==> src/rtl/sti_packer.sv <==
// sti_packer: binarizes a 128x128 8-bit grayscale image against a latched
// threshold and packs 16 pixels per word (MSB = leftmost) into 1024 words.
// Optional build macro BORDER_CLR_EN forces row/col 0 and 127 pixels to 0.
module sti_packer (
    input  logic        clk,
    input  logic        reset,
    input  logic        start,
    input  logic [7:0]  threshold,
    output logic        gray_rd,
    output logic [13:0] gray_addr,
    input  logic [7:0]  gray_di,
    output logic        sti_wr,
    output logic [9:0]  sti_addr,
    output logic [15:0] sti_do,
    output logic        busy,
    output logic        done
);

    typedef enum logic [1:0] {IDLE, READ, DRAIN, DONE} state_t;

    state_t      state;
    state_t      state_nxt;

    logic        start_ok;
    logic [13:0] rd_addr;
    logic        rd_valid;
    logic [7:0]  thr_q;
    logic [15:0] shreg;
    logic [3:0]  bit_cnt;
    logic [9:0]  word_cnt;
    logic        wr_q;
    logic [9:0]  wr_addr_q;
    logic [15:0] wr_data_q;
    logic        pix_bit;
    logic [6:0]  pix_row;
    logic [6:0]  pix_col;

    assign start_ok  = start && ((state == IDLE) || (state == DONE));
    assign pix_row   = word_cnt[9:3];
    assign pix_col   = {word_cnt[2:0], bit_cnt};

    assign gray_addr = rd_addr;
    assign sti_wr    = wr_q;
    assign sti_addr  = wr_addr_q;
    assign sti_do    = wr_data_q;

    // State register
    always_ff @(posedge clk or negedge reset) begin
        if (!reset) state <= IDLE;
        else        state <= state_nxt;
    end

    // Next-state logic; restart requests during READ/DRAIN are ignored
    always_comb begin
        state_nxt = state;
        case (state)
            IDLE:    if (start)                                state_nxt = READ;
            READ:    if (rd_addr == 14'd16383)                 state_nxt = DRAIN;
            DRAIN:   if (wr_q && (wr_addr_q == 10'd1023))      state_nxt = DONE;
            DONE:    if (start)                                state_nxt = READ;
            default:                                           state_nxt = IDLE;
        endcase
    end

    // State-decoded outputs
    always_comb begin
        gray_rd = 1'b0;
        busy    = 1'b0;
        done    = 1'b0;
        case (state)
            READ:    begin gray_rd = 1'b1; busy = 1'b1; end
            DRAIN:   busy = 1'b1;
            DONE:    done = 1'b1;
            default: ;
        endcase
    end

    // Read address generation and threshold capture on accepted start
    always_ff @(posedge clk or negedge reset) begin
        if (!reset) begin
            rd_addr  <= '0;
            thr_q    <= '0;
            rd_valid <= 1'b0;
        end else begin
            rd_valid <= (state == READ);
            if (start_ok) begin
                rd_addr <= '0;
                thr_q   <= threshold;
            end else if ((state == READ) && (rd_addr != 14'd16383)) begin
                rd_addr <= rd_addr + 14'd1;
            end
        end
    end

    // Binarize the returned pixel, clearing the image border when enabled
    always_comb begin
        pix_bit = (gray_di >= thr_q);
`ifdef BORDER_CLR_EN
        if ((pix_row == 7'd0) || (pix_row == 7'd127) ||
            (pix_col == 7'd0) || (pix_col == 7'd127))
            pix_bit = 1'b0;
`endif
    end

    // Shift returned pixels in MSB first and emit a word every 16 pixels
    always_ff @(posedge clk or negedge reset) begin
        if (!reset) begin
            shreg     <= '0;
            bit_cnt   <= '0;
            word_cnt  <= '0;
            wr_q      <= 1'b0;
            wr_addr_q <= '0;
            wr_data_q <= '0;
        end else begin
            wr_q <= 1'b0;
            if (start_ok) begin
                shreg    <= '0;
                bit_cnt  <= '0;
                word_cnt <= '0;
            end else if (rd_valid) begin
                shreg   <= {shreg[14:0], pix_bit};
                bit_cnt <= bit_cnt + 4'd1;
                if (bit_cnt == 4'd15) begin
                    wr_q      <= 1'b1;
                    wr_addr_q <= word_cnt;
                    wr_data_q <= {shreg[14:0], pix_bit};
                    word_cnt  <= word_cnt + 10'd1;
                end
            end
        end
    end

    // pix_row/pix_col are only consumed in the border-clear build
    logic unused_ok;
    assign unused_ok = ^{pix_row, pix_col};

endmodule

==> config.mk <==
export PLATFORM = sky130hd
export DESIGN_NAME = sti_packer
export DESIGN_NICKNAME = d
export VERILOG_FILES = /design/src/rtl/sti_packer.sv
export SDC_FILE = /design/constraint.sdc
export NUM_CORES = 1
export LEC_CHECK = 0
export CAP_MARGIN = 20
export CORE_MARGIN = 1
export CORE_UTILIZATION = 45
export CTS_CLUSTER_SIZE = 40
export DETAILED_ROUTE_END_ITERATION = 10
export PLACE_DENSITY_LB_ADDON = 0.12
export SETUP_SLACK_MARGIN = 0.1
export SYNTH_ARGS = -nofsm -noshare
export SYNTH_HDL_FRONTEND = slang
export SYNTH_SLANG_ARGS = --single-unit
==> constraint.sdc <==
create_clock -name clk -period 4.9 [get_ports clk]
set_input_delay 0.98 -clock clk [delete_from_list [all_inputs] [get_ports clk]]
set_output_delay 0.98 -clock clk [all_outputs]
set_load 0.01 [all_outputs]
==> results of run 1 <==
-- Yosys cell counts --
library cell	n
dfrtp_1	81
xnor2_1	14
nor4_4	1
nand3_1	4
o21ai_0	11
o31ai_1	1
nor4b_1	1
nor2_2	1
buf_2	2
nand4_1	10
o31a_1	1
a21oi_1	5
a21oi_2	1
nand2_1	21
nand2b_1	1
or3_4	1
buf_1	3
a21o_1	3
nor2_1	45
and4_1	1
xor2_1	9
o41ai_4	1
or3_2	1
mux2_2	25
nand2_2	1
and3_1	2
nor4_1	2
a211oi_1	3
nand4_4	1
nor4_2	1
mux2i_1	17
nand3_4	1
inv_1	17
nor3_1	6
ha_1	15
and4bb_1	1
clkbuf_1	5
-- logic make-up (layout without fill, tap and decap cells) --
| kind of cell | count (synthesis) | count (layout) | synth area share, % |
|---|---|---|---|
| flops | 81 | 81 | 55.2 |
| xor+xnor | 23 | 23 | 5.48 |
| mux | 42 | 42 | 12.3 |
| buf+inv | 27 | 98 | 2.83 |
| fa+ha+maj | 15 | 15 | 5.11 |
| compound gates | 26 | 26 | 4.83 |
| simple gates | 102 | 102 | 14.3 |
-- metrics by stage --
step | setup slack [ps] | instance area, um2 | hold WS [ps]
after floorplan | 2720 | 3670 | 449
after global placement | 2210 | 4400 | 493
after detailed placement | 2180 | 4400 | 498
after CTS | 2030 | 4590 | 518
after global routing | 1930 | 4610 | 435
final | 2060 | 4610 | 451
-- state kept, by name, summed over array words and instances (netlist names) --
signal / count
gray_addr: 14
rd_valid: 1
state: 2
bit_cnt: 4
sti_do: 16
sti_wr: 1
word_cnt: 10
shreg: 15
sti_addr: 10
thr_q: 8
-- layer usage --
layer	up-vias	track usage (%)	part of all wire, %
li1	1209	-	-
met1	1222	23.0	48
met2	47	27.0	47
met3	8	4.35	3.9
met4	0	6.25	1.4
met5	-	0	0
-- layout make-up --
type / count / area share [%]
clock inverter: 3 / 0.515
tap: 102 / 2.77
inverter: 17 / 1.38
clock buffer: 13 / 3.44
sequential: 81 / 43.9
timing repair buffer: 65 / 14.3
multi-input combinational: 208 / 33.6
-- worst max-delay path: stages, from the launching register on --
cell             delay, ps
dfrtp_1                410
inv_1                   80
ha_1                   350
inv_1                  130
clkdlybuf4s50_1        560
-- worst min path at each step --
stage / start / endpoint / slack, ps / cells after the start
floorplan: thr_q[0] / thr_q[0] / 450 / 2
detailed placement: sti_do[8] / sti_do[8] / 500 / 1
CTS: sti_do[4] / sti_do[4] / 520 / 1
finish: reset / thr_q[4] / 450 / 1
global placement: sti_do[9] / sti_do[9] / 490 / 1
global route: reset / thr_q[4] / 430 / 1
-- power groups by stage --
stage,clock (W),combinational [W],sequential (W)
after floorplan,0,0.000351,0.000810
after global placement,0,0.000475,0.000850
after detailed placement,0,0.000485,0.000852
after CTS,0.000466,0.000489,0.000841
after global routing,0.000490,0.000542,0.000855
final,0.000449,0.000479,0.000839
==> run metrics, run 1 <==
clock-pin transition on the worst setup and hold timing paths 80 ps; P_leak 2.11 nW; CTS Hold Bufs 0; Int Power 0.00118 W; Longest Clk Path Bufs 2; gr ovfl total 0; Worst Path Required 3920 ps; Cells after DPL 472; sequential fraction of design power 47.5%; IO Count 63; clock sink count 81; Wirelength per Cell 13.5 um; final-report setup violation count 0; setup bufs post-CTS 0; Routed Antenna Nets 0; drt pass-1 iters 4; most common cell after layout, fill and taps aside dfrtp_1; vias in the first global route about 2400; initial antenna violation count 0; gp weighted congestion 0.754; Gates resized, CTS repair 0; Clock power frac around a quarter; largest net degree at the start of global routing 82; nets@finish 416; R2R cell count 4; Site Rows 32; Worst VDD drop 183 uV; cell taking the most area after synthesis dfrtp_1; DRT Wirelength 6.59 mm; RR Endpoint sti_do[1]; Syn Area/Cell between 10 and 15 um2; r2r startpoint rd_valid; Critical Path Sink Type primary output; Arr. time, crit path 1860 ps; fmax 352 MHz; Root Driver clkbuf_8; Critical Path Source state[0]; CP Max Fanout 4; CTS HTree Levels 3; fin crit share 57.9%; # diodes 0; share of post-route cells with drive strength above 1 between 10% and 20%; setup_tns 0 ps; later-pin clock latency in the skew report 340 ps; Filler Cells Inserted 679; power density over the cells 383 nW/um2; minimum clock period 2840 ps; Placeable Area about 8000 um2; global-route wire length before repair between 10 and 15 mm; area of the multi-input gates ~1600 um2; sw frac 33.2%; R2R setup slack 2450 ps; final cell count without fillers slightly below 500; Logic pwr share 27.1%; maxcap violations 0; Syn Nets 350; capture point of the critical path busy; RSZ-0062 raised after global routing false; Mapped Area around 3700 um2; DR iter-0 viols 104; PnR Total Power between 0.0015 and 0.002 W; status finished clean; Distinct cells, synth 37; Die ar. 8530 um2; Hold Crit Class in -> async; # port buffers 62; register area 2030 um2; number of synthesized register bits 81; Synth Instances 316; Layout Area Growth over Synthesis 25.5%; total CTS buffers 9; Final Slew Violations 0; Clock Skews between 8 and 9 ps; final core utilization 59.1%; Vias/cell 5.08; post-synth top area share 55.2%; drt drc 0; final hold vios 0; most frequent cells in the layout dfrtp_1 (81), clkdlybuf4s50_1 (61), nor2_1 (44); TritonCTS clock tree done; via count 2486; Worst setup SP type flip-flop; critical path class reg -> out; hpwl dp 4.37 mm; net switching power figure 0.000586 W; Tot GR Track Use between 10% and 20%; Slew Limit Headroom 32.4%; Initial Util 47.1%; Die Span Y 92.4 um; top cells by area, synth dfrtp_1 (55%), mux2_2 (7.7%), ha_1 (5.1%); chip width approximately 92 um; YS warnings 0; worst-margin pin slew 1010 ps; Seq/Total Area, Yosys 55.2%
Power figures use the tool's default switching activity.
==> inputs of run 2 (changes only) <==
Clock period 4.9 ns to 2.87 ns, I/O delays scaled along.
==> run 2 against run 1 <==
- clock power is 100% higher
- core utilization is 0.58 points higher
- via count is 0.36% lower
- flip-flop and latch count stayed put
- non-clock buffer count is 2 higher
- critical path depth stayed put
- global-route usage is 0.39 points higher
- register-to-register slack worse by 1600 ps
- first-iteration DRC count is 25% lower
- critical endpoint unchanged
- largest cell class unchanged
==> run metrics, run 2 (same netlist as run 1, synthesis figures left out) <==
status finished clean; gp weighted congestion 0.736 (-2.4%); Largest stage delay, worst path 550 ps (about the same); initial antenna violation count 0 (unchanged); largest net degree at the start of global routing 58 (-29%); Die ar. 8530 um2 (unchanged); CP Max Fanout 4 (unchanged); P_leak 2.15 nW (+1.6%); CP most frequent cell inv_1; Placeable Area 7810 um2 (unchanged); vias in the first global route 2463 (+2.0%); drt drc 0 (unchanged); Tot GR Track Use 17.6% (+0.39 points); crit path cell chain inv_1 -> ha_1 -> inv_1 -> clkdlybuf4s50_1; worst-margin pin slew 693 ps (-322 ps); Filler Cells Inserted 671 (-1.2%); Slew Limit Headroom 53.4% (+21 points); gr ovfl total 0 (unchanged); share of post-route cells with drive strength above 1 14.7% (+0.70 points); clock-pin transition on the worst setup and hold timing paths 80 ps (about the same); maxcap violations 0 (unchanged); RSZ-0062 raised after global routing false; final core utilization 59.7% (+0.58 points); fmax 414 MHz; nets@finish 418 (+0.48%); Wirelength per Cell 13.8 um (+2.3%); total CTS buffers 9 (unchanged); chip width 92.4 um (unchanged); Worst setup SP type flip-flop; clock sink count 81 (unchanged); DRT Wirelength 6.77 mm (+2.7%); Longest Clk Path Bufs 2 (unchanged); Design Area, Final 4660 um2 (+0.98%); Arr. time, crit path 1840 ps (-20 ps); CP delay by family, top buffers and inverters; busiest grt layer met2; Vias/cell 5.04 (-0.77%); critical path class reg -> out; met3 Resource Use GR 3.28% (-1.1 points); Largest register FFs 16 (unchanged); # port buffers 62 (unchanged); power density over the cells 679 nW/um2 (+77%); hpwl dp 4.70 mm (+7.4%); fin crit share 84.2%; Hold Crit Class in -> async; TritonCTS clock tree done; global-route wire length before repair 11.8 mm (+2.9%); PnR Total Power 0.00316 W (+79%); setup_tns 0 ps (unchanged); final-report setup violation count 0 (unchanged); slowest cell on the critical path clkdlybuf4s50_1; Root Driver clkbuf_8; Site Rows 32 (unchanged); most frequent cells in the layout dfrtp_1 (81), clkdlybuf4s50_1 (61), nor2_1 (44); Worst VDD drop 291 uV (+59%); drt pass-1 iters 4 (unchanged); Clock Skews 7.40 ps (-1.34 ps); Buf+Inv Stages, Crit Path 3 (unchanged); Die Span Y 92.4 um (unchanged); Routed Antenna Nets 0 (unchanged); CTS Hold Bufs 0 (unchanged); setup bufs post-CTS 0 (unchanged); IO Count 63 (unchanged); final hold vios 0 (unchanged); # diodes 0 (unchanged); Critical Path Sink Type primary output; Layout Area Growth over Synthesis 26.8%; Final Slew Violations 0 (unchanged); Worst Path Required 2300 ps (-1620 ps); later-pin clock latency in the skew report 340 ps (about the same); most common cell after layout, fill and taps aside dfrtp_1; Initial Util 47.1% (unchanged); minimum clock period 2420 ps; Placed Area 4440 um2 (+0.80%); CTS HTree Levels 3 (unchanged); routing usage on met2 27.6% (+0.56 points); via count 2477 (-0.36%); met1 Use GR 24.1% (+1.1 points); DR iter-0 viols 78 (-25%); Gates resized, CTS repair 0 (unchanged)
==> run 2: cell types whose count changed in the layout (fill, tap and decap cells not counted), sizes merged <==
cell / change
clkinvlp: -2
bufinv: +2
clkinv: +3
inv: -1
clkbuf: -2
buf: +2
==> run 2: routing by layer <==
| metal | wire length (um) | vias up |
|---|---|---|
| li1 | - | 1217 |
| met1 | 3140 | 1205 |
| met2 | 3280 | 48 |
| met3 | 278 | 7 |
| met4 | 69 | 0 |
| met5 | 0 | - |
==> run 2: metrics by stage <==
step	std cells	hold WS, ps	setup slack, ps
6_report	491	182	452
5_1_grt	491	218	347
4_1_cts	491	192	431
3_5_place_dp	475	496	567
3_3_place_gp	475	492	611
2_1_floorplan	316	278	856
==> run 2: report_power, final <==
part	internal (W)	leakage [nW]	total, W	switching (W)
Clock	0.000513	0.113	0.000911	0.000398
Combinational	0.000371	0.933	0.000849	0.000478
Sequential	0.00128	1.10	0.00140	0.000123
==> run 2: path summary, 6_finish.rpt <==
check / start / endpoint / slack, ps / cells past startpoint
setup / recovery: state[0] / busy / 450 / 4
hold reg to reg: shreg[14] / sti_do[15] / 510 / 1
hold / removal: reset / thr_q[5] / 180 / 1
max in group asynchronous: reset / bit_cnt[1] / 2080 / 2
setup reg to reg: gray_addr[0] / gray_addr[13] / 810 / 6
min in group clk: shreg[14] / sti_do[15] / 510 / 1
==> run 2: layout make-up <==
cell class	instances	area [um2]	share of cell area (%)
clock buffers	11	141	3.04
clock inverters	5	78.8	1.69
inverters	17	63.8	1.37
multi-input cells	208	1550	33.3
flip-flops and latches	81	2030	43.5
well taps	102	128	2.74
repair buffers	67	668	14.3
==> run 2: worst reg2reg max path, stage by stage (launching register included) <==
cell,delay [ps]
dfrtp_1,430
ha_1,250
nand4_1,210
nor4_1,580
and4bb_1,270
xnor2_1,140
nor2_1,50
==> inputs of run 3 (changes only) <==
Clock period 2.87 ns to 2 ns, I/O delays scaled along.
==> run 3 against run 2 <==
- critical path depth grew 3
- power is 46% higher
- via count grew 2.1%
- register-to-register slack got worse by 640 ps
- non-clock buffer count increased by 11
- worst hold slack improved by 330 ps
- clock skew is 3.1 ps lower
- clock-buffer cell count shrank 2
- cell count up 2.2%
- sequential share of layout area is 1.0 points lower
- sequential power is 42% higher
==> run metrics, run 3 (same netlist as run 1, synthesis figures left out) <==
Largest register FFs 16 (unchanged); P_leak 2.21 nW (+2.8%); Root Driver clkbuf_8; total CTS buffers 9 (unchanged); later-pin clock latency in the skew report 340 ps (about the same); Top Layer Used met4; Tot GR Track Use 18.1% (+0.51 points); final hold vios 0 (unchanged); M1 WL 3.27 mm (+4.0%); status finished clean; drt drc 0 (unchanged); chip width 92.4 um (unchanged); worst-margin pin slew 405 ps (-288 ps); CP delay by family, top compound AO/OA/AOI/OAI gates; Placeable Area 7810 um2 (unchanged); Die ar. 8530 um2 (unchanged); minimum clock period roughly 1800 ps; power density over the cells 970 nW/um2 (+43%); crit path cell chain ha_1 -> nand4_1 -> o41ai_4 -> buf_4 -> nand2_2 -> a21oi_2 -> mux2i_1; Worst Path Required 2270 ps (-30 ps); RSZ-0062 raised after global routing true; nets@finish 429 (+2.6%); most common cell after layout, fill and taps aside dfrtp_1; Hold WS 512 ps (+330 ps); fmax ~540 MHz; Buf+Inv Stages, Crit Path 1 (-2); Initial Util 47.1% (unchanged); Slew Limit Headroom 73.0% (+20 points); Final Slew Violations 0 (unchanged); Largest stage delay, worst path 410 ps (-140 ps); Clock Skews 4.28 ps (-3.12 ps); hpwl dp 4.89 mm (+4.2%); Die Span Y 92.4 um (unchanged); DRT Wirelength 6.98 mm (+3.1%); vias in the first global route 2538 (+3.0%); Hold Crit Class reg -> reg; gr ovfl total 0 (unchanged); Site Rows 32 (unchanged); wire length on met3 267 um (-4.0%); Arr. time, crit path 2110 ps (+270 ps); Worst setup SP type flip-flop; IO Count 63 (unchanged); final cell count without fillers 502 (+2.2%); share of post-route cells with drive strength above 1 17.8% (+3.1 points); CTS HTree Levels 3 (unchanged); # port buffers 62 (unchanged); critical path class reg -> reg; # diodes 0 (unchanged); clock-pin transition on the worst setup and hold timing paths 80 ps (about the same); TritonCTS clock tree done; DR iter-0 viols 57 (-27%); Vias/cell 5.04 (-0.18%); Layout Area Growth over Synthesis 29.9%; fin crit share 91.7%; maxcap violations 0 (unchanged); largest net degree at the start of global routing 38 (-34%); Design Area, Final 4770 um2 (+2.5%); Routed Antenna Nets 0 (unchanged); CP Max Fanout 4 (unchanged); Placed Area 4490 um2 (+1.2%); clock sink count 81 (unchanged); slowest cell on the critical path dfrtp_1; most frequent cells in the layout dfrtp_1 (81), clkdlybuf4s50_1 (58), nor2_1 (44); gp weighted congestion 0.783 (+6.3%); via count 2528 (+2.1%); Longest Clk Path Bufs 2 (unchanged); Worst VDD drop 507 uV (+74%); Critical Path Sink Type flip-flop; Cells after DPL 480 (+1.1%); wire length on met2 3.34 mm (+2.0%); global-route wire length before repair 12.0 mm (+1.9%); Wirelength per Cell 13.9 um (+0.86%); final-report setup violation count 0 (unchanged); drt pass-1 iters 4 (unchanged); initial antenna violation count 0 (unchanged)
==> run 3: metrics by stage <==
stage / utilization (%) / setup TNS, ps / worst slack [ps] / power [W]
floorplan: - / 0 / 110 / 0.00285
global placement: 57.5 / -139 / -76.8 / 0.00331
CTS: 60.5 / 0 / 49.7 / 0.00464
global route: 61.1 / 0 / 38.1 / 0.00493
detailed placement: 57.5 / -172 / -93.4 / 0.00334
finish: 61.1 / 0 / 165 / 0.00463
==> run 3: worst register-to-register path, stage by stage, from the launching register on <==
cell     delay (ps)
dfrtp_1         410
ha_1            240
nand4_1         210
o41ai_4         350
buf_4           180
nand2_2          60
a21oi_2         130
mux2i_1         190
==> run 3: path summary, 6_finish.rpt <==
| check | from | endpoint | slack [ps] | depth (start not counted) |
|---|---|---|---|---|
| max in group asynchronous | reset | sti_addr[1] | 940 | 3 |
| max reg2reg | gray_addr[0] | state[0] | 170 | 7 |
| min reg2reg | sti_do[6] | sti_do[6] | 510 | 1 |
| min in group asynchronous | reset | thr_q[5] | 520 | 2 |
| max | gray_addr[0] | state[0] | 170 | 7 |
| min | sti_do[6] | sti_do[6] | 510 | 1 |
==> run 3: final cells by class <==
| class | instances | area (um2) |
|---|---|---|
| clock buffers | 9 | 124 |
| clock inverters | 7 | 93.8 |
| fillers | 676 | 3030 |
| inverters | 17 | 63.8 |
| multi-input cells | 208 | 1580 |
| flip-flops and latches | 81 | 2030 |
| well taps | 102 | 128 |
| repair buffers | 78 | 762 |
==> run 3: layer usage <==
metal  global-route usage (%)  up-vias
li1                         -     1238
met1                     23.8     1237
met2                     28.9       45
met3                     4.60        8
met4                     6.64        0
met5                        0        -
==> run 3: repair_timing <==
action,CTS,global route
buffers inserted,1,4
gates resized for setup,2,5
hold endpoints to repair,29,0
pin swaps,0,1
hold buffers,1,0
setup endpoints to repair,2,10
==> run 3: report_power, final <==
part	internal, W	switching, W
sequential	0.00184	0.000152
combinational	0.000598	0.000748
clock	0.000702	0.000594
